[config.mk]
export PLATFORM = sky130hd
export DESIGN_NAME = spi_temp_scanner
export DESIGN_NICKNAME = d
export VERILOG_FILES = /design/src/rtl/spi_temp_pkg.sv /design/src/rtl/spi_clk_phase.sv /design/src/rtl/spi_temp_scanner.sv
export SDC_FILE = /design/constraint.sdc
export NUM_CORES = 1
export LEC_CHECK = 0
export ABC_AREA = 1
export BUFFER_PORTS_ARGS = -buffer_cell sky130_fd_sc_hd__buf_2
export CAP_MARGIN = 20
export CORE_MARGIN = 1
export CORE_UTILIZATION = 58
export DETAILED_ROUTE_END_ITERATION = 6
export PLACE_DENSITY_LB_ADDON = 0.08
export SETUP_SLACK_MARGIN = 0.1
export SYNTH_ARGS = -nofsm -noshare
export SYNTH_HDL_FRONTEND = slang
export SYNTH_HIERARCHICAL = 1
export SYNTH_SLANG_ARGS = --single-unit
[constraint.sdc]
create_clock -name clk -period 4.7 [get_ports clk]
set_clock_uncertainty 0.05 [all_clocks]
set_input_delay 0.235 -clock clk [delete_from_list [all_inputs] [get_ports clk]]
set_output_delay 0.235 -clock clk [all_outputs]
set_load 0.05 [all_outputs]
[src/rtl/spi_temp_pkg.sv]
// Shared types and defaults for the multi-sensor SPI temperature scanner.
package spi_temp_pkg;

    localparam int DEF_FRAME_BITS = 16;
    localparam int DEF_TEMP_SHIFT = 7;

    typedef enum logic [2:0] {
        IDLE,
        SETUP,
        SCK_HI,
        SCK_LO,
        HOLD,
        DONE,
        GAP
    } state_t;

    // Index width that never collapses to zero bits for a single-entry range.
    function automatic int width_of(input int n);
        return (n <= 1) ? 1 : $clog2(n);
    endfunction

endpackage

[src/rtl/spi_clk_phase.sv]
// Half-period timer: while run is high, phase_done ticks once every CLK_DIV
// cycles and the count restarts, so each timed FSM state lasts exactly CLK_DIV.
module spi_clk_phase #(
    parameter int CLK_DIV = 2
) (
    input  logic clk,
    input  logic rst,
    input  logic run,
    output logic phase_done
);

    localparam int CW = (CLK_DIV <= 1) ? 1 : $clog2(CLK_DIV);

    logic [CW-1:0] cnt;

    assign phase_done = run && (cnt == CW'(CLK_DIV - 1));

    // NOTE: state registers use non-blocking assignments so every flop samples pre-edge values.
    always_ff @(posedge clk) begin
        if (rst || !run || phase_done) begin
            cnt <= '0;
        end else begin
            cnt <= cnt + CW'(1);
        end
    end

endmodule

[src/rtl/spi_temp_scanner.sv]
// SPI master reading N_CH LM70-style sensors on a shared SCK/SIO bus, with
// single-shot or round-robin scanning, threshold alerts and a valid/ready result port.
module spi_temp_scanner
    import spi_temp_pkg::*;
#(
    parameter  int N_CH       = 2,
    parameter  int FRAME_BITS = DEF_FRAME_BITS,
    parameter  int TEMP_SHIFT = DEF_TEMP_SHIFT,
    parameter  int CLK_DIV    = 2,
    parameter  int GAP_CYC    = 4,
    localparam int CHW        = width_of(N_CH),
    localparam int TW         = FRAME_BITS - TEMP_SHIFT
) (
    input  logic                  clk,
    input  logic                  rst,
    input  logic                  start,
    input  logic [CHW-1:0]        ch_sel,
    input  logic                  scan_en,
    input  logic [TW-1:0]         t_high,
    input  logic                  sio,
    output logic                  sck,
    output logic [N_CH-1:0]       cs_n,
    output logic                  busy,
    output logic [FRAME_BITS-1:0] frame,
    output logic [TW-1:0]         temp_c,
    output logic [CHW-1:0]        data_ch,
    output logic                  valid,
    input  logic                  ready,
    output logic [N_CH-1:0]       alert,
    output logic                  err
);

    localparam int BCW = $clog2(FRAME_BITS + 1);
    localparam int GCW = width_of(GAP_CYC);
    localparam logic [CHW:0] N_CH_W = (CHW + 1)'(N_CH);

    state_t                state_q, state_d;
    logic [CHW-1:0]        ch_q, ch_d;
    logic                  scan_frame_q, scan_frame_d;
    logic [CHW-1:0]        scan_ptr;
    logic [FRAME_BITS-1:0] shreg;
    logic [BCW-1:0]        bit_cnt;
    logic [GCW-1:0]        gap_cnt;
    logic                  gap_done;
    logic                  in_frame;
    logic                  phase_done;
    logic                  bad_req;
    logic                  cs_next;

    assign in_frame = state_q inside {SETUP, SCK_HI, SCK_LO, HOLD};
    assign cs_next  = state_d inside {SETUP, SCK_HI, SCK_LO, HOLD};
    assign gap_done = (gap_cnt == GCW'(GAP_CYC - 1));
    assign busy     = (state_q != IDLE);
    assign valid    = (state_q == DONE);

    spi_clk_phase #(
        .CLK_DIV(CLK_DIV)
    ) u_phase (
        .clk       (clk),
        .rst       (rst),
        .run       (in_frame),
        .phase_done(phase_done)
    );

    // NOTE: every signal written here gets a default first, otherwise an untaken branch infers a latch.
    always_comb begin
        state_d      = state_q;
        ch_d         = ch_q;
        scan_frame_d = scan_frame_q;
        bad_req      = 1'b0;
        unique case (state_q)
            IDLE: begin
                if (scan_en) begin
                    state_d      = SETUP;
                    ch_d         = scan_ptr;
                    scan_frame_d = 1'b1;
                end else if (start) begin
                    if ({1'b0, ch_sel} < N_CH_W) begin
                        state_d      = SETUP;
                        ch_d         = ch_sel;
                        scan_frame_d = 1'b0;
                    end else begin
                        bad_req = 1'b1;
                    end
                end
            end
            SETUP:   if (phase_done) state_d = SCK_HI;
            SCK_HI:  if (phase_done) state_d = SCK_LO;
            SCK_LO:  if (phase_done) state_d = (bit_cnt == BCW'(FRAME_BITS)) ? HOLD : SCK_HI;
            HOLD:    if (phase_done) state_d = DONE;
            DONE:    if (ready) state_d = GAP;
            GAP:     if (gap_done) state_d = IDLE;
            default: state_d = IDLE;
        endcase
    end

    always_ff @(posedge clk) begin
        if (rst) begin
            state_q      <= IDLE;
            ch_q         <= '0;
            scan_frame_q <= 1'b0;
            scan_ptr     <= '0;
            shreg        <= '0;
            bit_cnt      <= '0;
            gap_cnt      <= '0;
            sck          <= 1'b0;
            cs_n         <= '1;
            frame        <= '0;
            temp_c       <= '0;
            data_ch      <= '0;
            alert        <= '0;
            err          <= 1'b0;
        end else begin
            state_q      <= state_d;
            ch_q         <= ch_d;
            scan_frame_q <= scan_frame_d;
            err          <= bad_req;
            // Bus pins are registered from the next state so they are glitch-free and align with it.
            sck          <= (state_d == SCK_HI);
            cs_n         <= cs_next ? ~(N_CH'(1) << ch_d) : '1;

            if (state_q == IDLE) begin
                bit_cnt <= '0;
            end else if (state_q == SCK_HI && phase_done) begin
                shreg   <= {shreg[FRAME_BITS-2:0], sio};
                bit_cnt <= bit_cnt + BCW'(1);
            end

            if (state_q == HOLD && phase_done) begin
                frame        <= shreg;
                temp_c       <= shreg[FRAME_BITS-1:TEMP_SHIFT];
                data_ch      <= ch_q;
                alert[ch_q]  <= $signed(shreg[FRAME_BITS-1:TEMP_SHIFT]) > $signed(t_high);
            end

            gap_cnt <= (state_q == GAP && !gap_done) ? gap_cnt + GCW'(1) : '0;

            if (state_q == GAP && gap_done && scan_frame_q) begin
                scan_ptr <= (scan_ptr == CHW'(N_CH - 1)) ? '0 : scan_ptr + CHW'(1);
            end
        end
    end

endmodule

==> reports/results.ini <==
[placement]
place_congestion = 0.8965
port_buffers = 48
dp_slack_ps = 2373
dp_hpwl_um = 3453

[worst_setup_path]
timing.critical_path.buf_inv = 5
worstPathRequired_ps = 4860
critPathKind = reg -> reg
reg2regPathDepth = 12
worstSetupEndpointType = flop
crit_path_frequent_cell = inv_1
r2r-start = state_q[0]$_SDFF_PP0_
cp_max_fo = 19
reg2reg_setup_slack_ps = 2360
worst_r2r_endpoint = alert[1]$_SDFFE_PP0P_
path_cells = inv_1, nor2_1, inv_1, o211ai_1, nand2_1, inv_1, nand3_4, inv_2, nand2_1, nand3b_1, nand2_1, inv_1
slowest_stage = dfxtp_1
cp.arrival_ps = 2500
slowest_delay_ps = 520
start_kind = flop
crit_family = simple AND/OR/NAND/NOR gates

[routing]
routed_via_density = 4.974
first_iter_violations = 88
drt_wl_total_um = 4677
ant_nets = 0
drc_errors = 0
wl_per_cell_um = 11.19
dr.pass1.iters = 4
num_vias = 2079

[power_and_ir_drop]
p_leak_uw = 0.001285
p_sw_share_pct = 25.57
seqPwrFrac_pct = 57.2
ir_worst_vdd_mv = 0.2130
p_sw_uw = 201.7
p_per_area_nw_per_um2 = 292.7
combinationalPowerShare_pct = 8.5
clock_power_share_pct = 34.2
p_int_uw = 587.2

[clock_network]
insertion_delay_ps = 300
cts-root-buf = clkbuf_8
cts_setup_buffers = 0
postCtsHoldBufs = 0
cts.sinks = 52
cts_max_level = 2
cts_tree = done
cts_resized = 0
numCtsBuffers = 5
clockBufferDepth = 2
clk_pin_slew_worst_paths_ps = 90

[hold_path]
min_from = sio
hold_end = shreg[0]$_SDFFE_PP0P_
hold_depth = 3
hp-class = in -> reg

[synth]
ys_types = 29
postSynthAreaPerCell_um2 = 7.305
ys_ff_latch = 52
mappedNetlistNets = 362
synthCells = 334
yosysWarnings = 6
yosysSeqAreaShare_pct = 42.67
syn_area_um2 = 2440

[sta]
finalSetupViolations = 0
hold_viol_final = 0
fmax_ghz = 0.4271
setup_ws_ps = 2358
slew_viol_final = 0
rsz0062_at_grt = no
post-route-min-period_ps = 2342
period_share_pct = 49.82
finalSetupTns_ps = 0
worstMarginPinSlew_ps = 501.9
relSlewSlack_pct = 66.50

[die]
start_util_pct = 60.56
die_y_um = 66.86
die_area_um2 = 4470
coreArea_um2 = 4029
die_w_um = 66.86
top_level_ports = 50
num_rows = 23

[outcome]
status = completed

[grt]
antenna_found_initial = 0
overflow = 0
grt_first_pass_wirelength_um = 7541
grt_pass1_vias = 1800
grt_max_degree = 29
track_usage_pct = 22.64

[cells_and_area]
diodes = 0
drive_gt1_share_pct = 18.48
final_common_cell = nand2_1
nets = 395
fillCellCount = 357
area_delta_synth_final_pct = 10.46
fin_util_pct = 66.89
final_cell_mix = nand2_1, dfxtp_1, nor2_1, buf_2, inv_1

[job]
maxCapViolations = 0

==> worst max path at each step <==
stage | cells past startpoint | start | slack, ps | end
floorplan | 13 | state_q[1]$_SDFF_PP0_ | 2860 | cs_n[0]$_SDFF_PP1_
global placement | 12 | state_q[0]$_SDFF_PP0_ | 2480 | alert[1]$_SDFFE_PP0P_
detailed placement | 12 | state_q[0]$_SDFF_PP0_ | 2370 | alert[1]$_SDFFE_PP0P_
CTS | 12 | state_q[0]$_SDFF_PP0_ | 2350 | alert[1]$_SDFFE_PP0P_
global route | 12 | state_q[0]$_SDFF_PP0_ | 2120 | alert[1]$_SDFFE_PP0P_
finish | 12 | state_q[0]$_SDFF_PP0_ | 2360 | alert[1]$_SDFFE_PP0P_
==> per-stage QoR <==
stage | std cells | hold slack [ps] | power [uW] | cell area [um2]
detailed placement | 410 | 372.2 | 529.5 | 2599
global placement | 410 | 366.2 | 527.8 | 2599
global route | 418 | 170.2 | 817.7 | 2695
finish | 418 | 147.9 | 788.9 | 2695
floorplan | 334 | 334.0 | 514.5 | 2440
CTS | 418 | 144.0 | 791.3 | 2695
==> layout make-up <==
class	count	area (um2)	area share, %
clock buffer	6	82.58	3.064
clock inverter	2	13.76	0.5107
inverter	41	153.9	5.710
multi-input combinational	219	1101	40.85
sequential	52	1041	38.63
tap	50	62.56	2.321
timing repair buffer	48	240.2	8.914
==> worst min-delay path, stage by stage <==
cell and delay [ps]:
buf_2 70, o21ai_0 80, nor2_1 90
==> cell families (layout without fill, tap and decap cells) <==
kind of cell / count (synthesis) / count (layout) / synth area share [%]
AO/OA/AOI/OAI: 54 / 54 / 11.28
XOR/XNOR: 1 / 1 / 0.3590
adder cells (fa/ha/maj): 12 / 12 / 6.154
buffers and inverters: 63 / 97 / 12.20
flip-flops: 52 / 52 / 42.67
other: 1 / 1 / 0.1537
AND/OR/NAND/NOR: 151 / 151 / 27.18
==> cell usage after synthesis <==
cell	n	area, um2
nand3b_1	2	15.01
nor3_1	2	10.01
o21a_1	1	7.510
clkbuf_2	1	5.000
buf_1	1	3.750
conb_1	1	3.750
buf_6	2	22.52
nor3b_1	1	7.510
nor2_2	4	25.02
xor2_1	1	8.760
nand3_1	8	40.04
nand4_1	5	31.28
ha_1	12	150.1
and3_1	1	6.260
o211ai_1	1	7.510
nand2_1	72	270.3
a21oi_1	28	140.1
o21ai_1	3	15.01
dfxtp_1	52	1041
buf_4	12	90.09
nor2_1	51	191.4
nor3_2	1	10.01
nand3_4	2	35.03
o21ai_0	21	105.1
inv_2	3	11.26
nor2_4	1	11.26
clkbuf_1	6	22.52
inv_1	38	142.6
nand3_2	1	10.01
==> state kept, by name, indices dropped and copies added, names as in the netlist, 2 cells and up <==
name     flops
shreg       16
state_q      3
gap_cnt      2
frame       16
bit_cnt      5
alert        2
cs_n         2
==> layer usage <==
metal | vias up | track usage, % | part of all wire [%]
li1 | 1105 | - | -
met1 | 924 | 26.43 | 47
met2 | 42 | 40.40 | 47
met3 | 8 | 5.137 | 3.8
met4 | 0 | 7.181 | 1.5
met5 | - | 0 | 0
==> power groups by stage <==
stage / logic, uW / registers, uW / clock network (uW)
final: 67.2 / 452 / 270
after global routing: 75.6 / 453 / 290
after floorplan: 47.7 / 467 / 0
after CTS: 67.8 / 452 / 272
after global placement: 66.2 / 462 / 0
after detailed placement: 67.7 / 462 / 0
No activity file was read; power rests on OpenSTA's default activity.
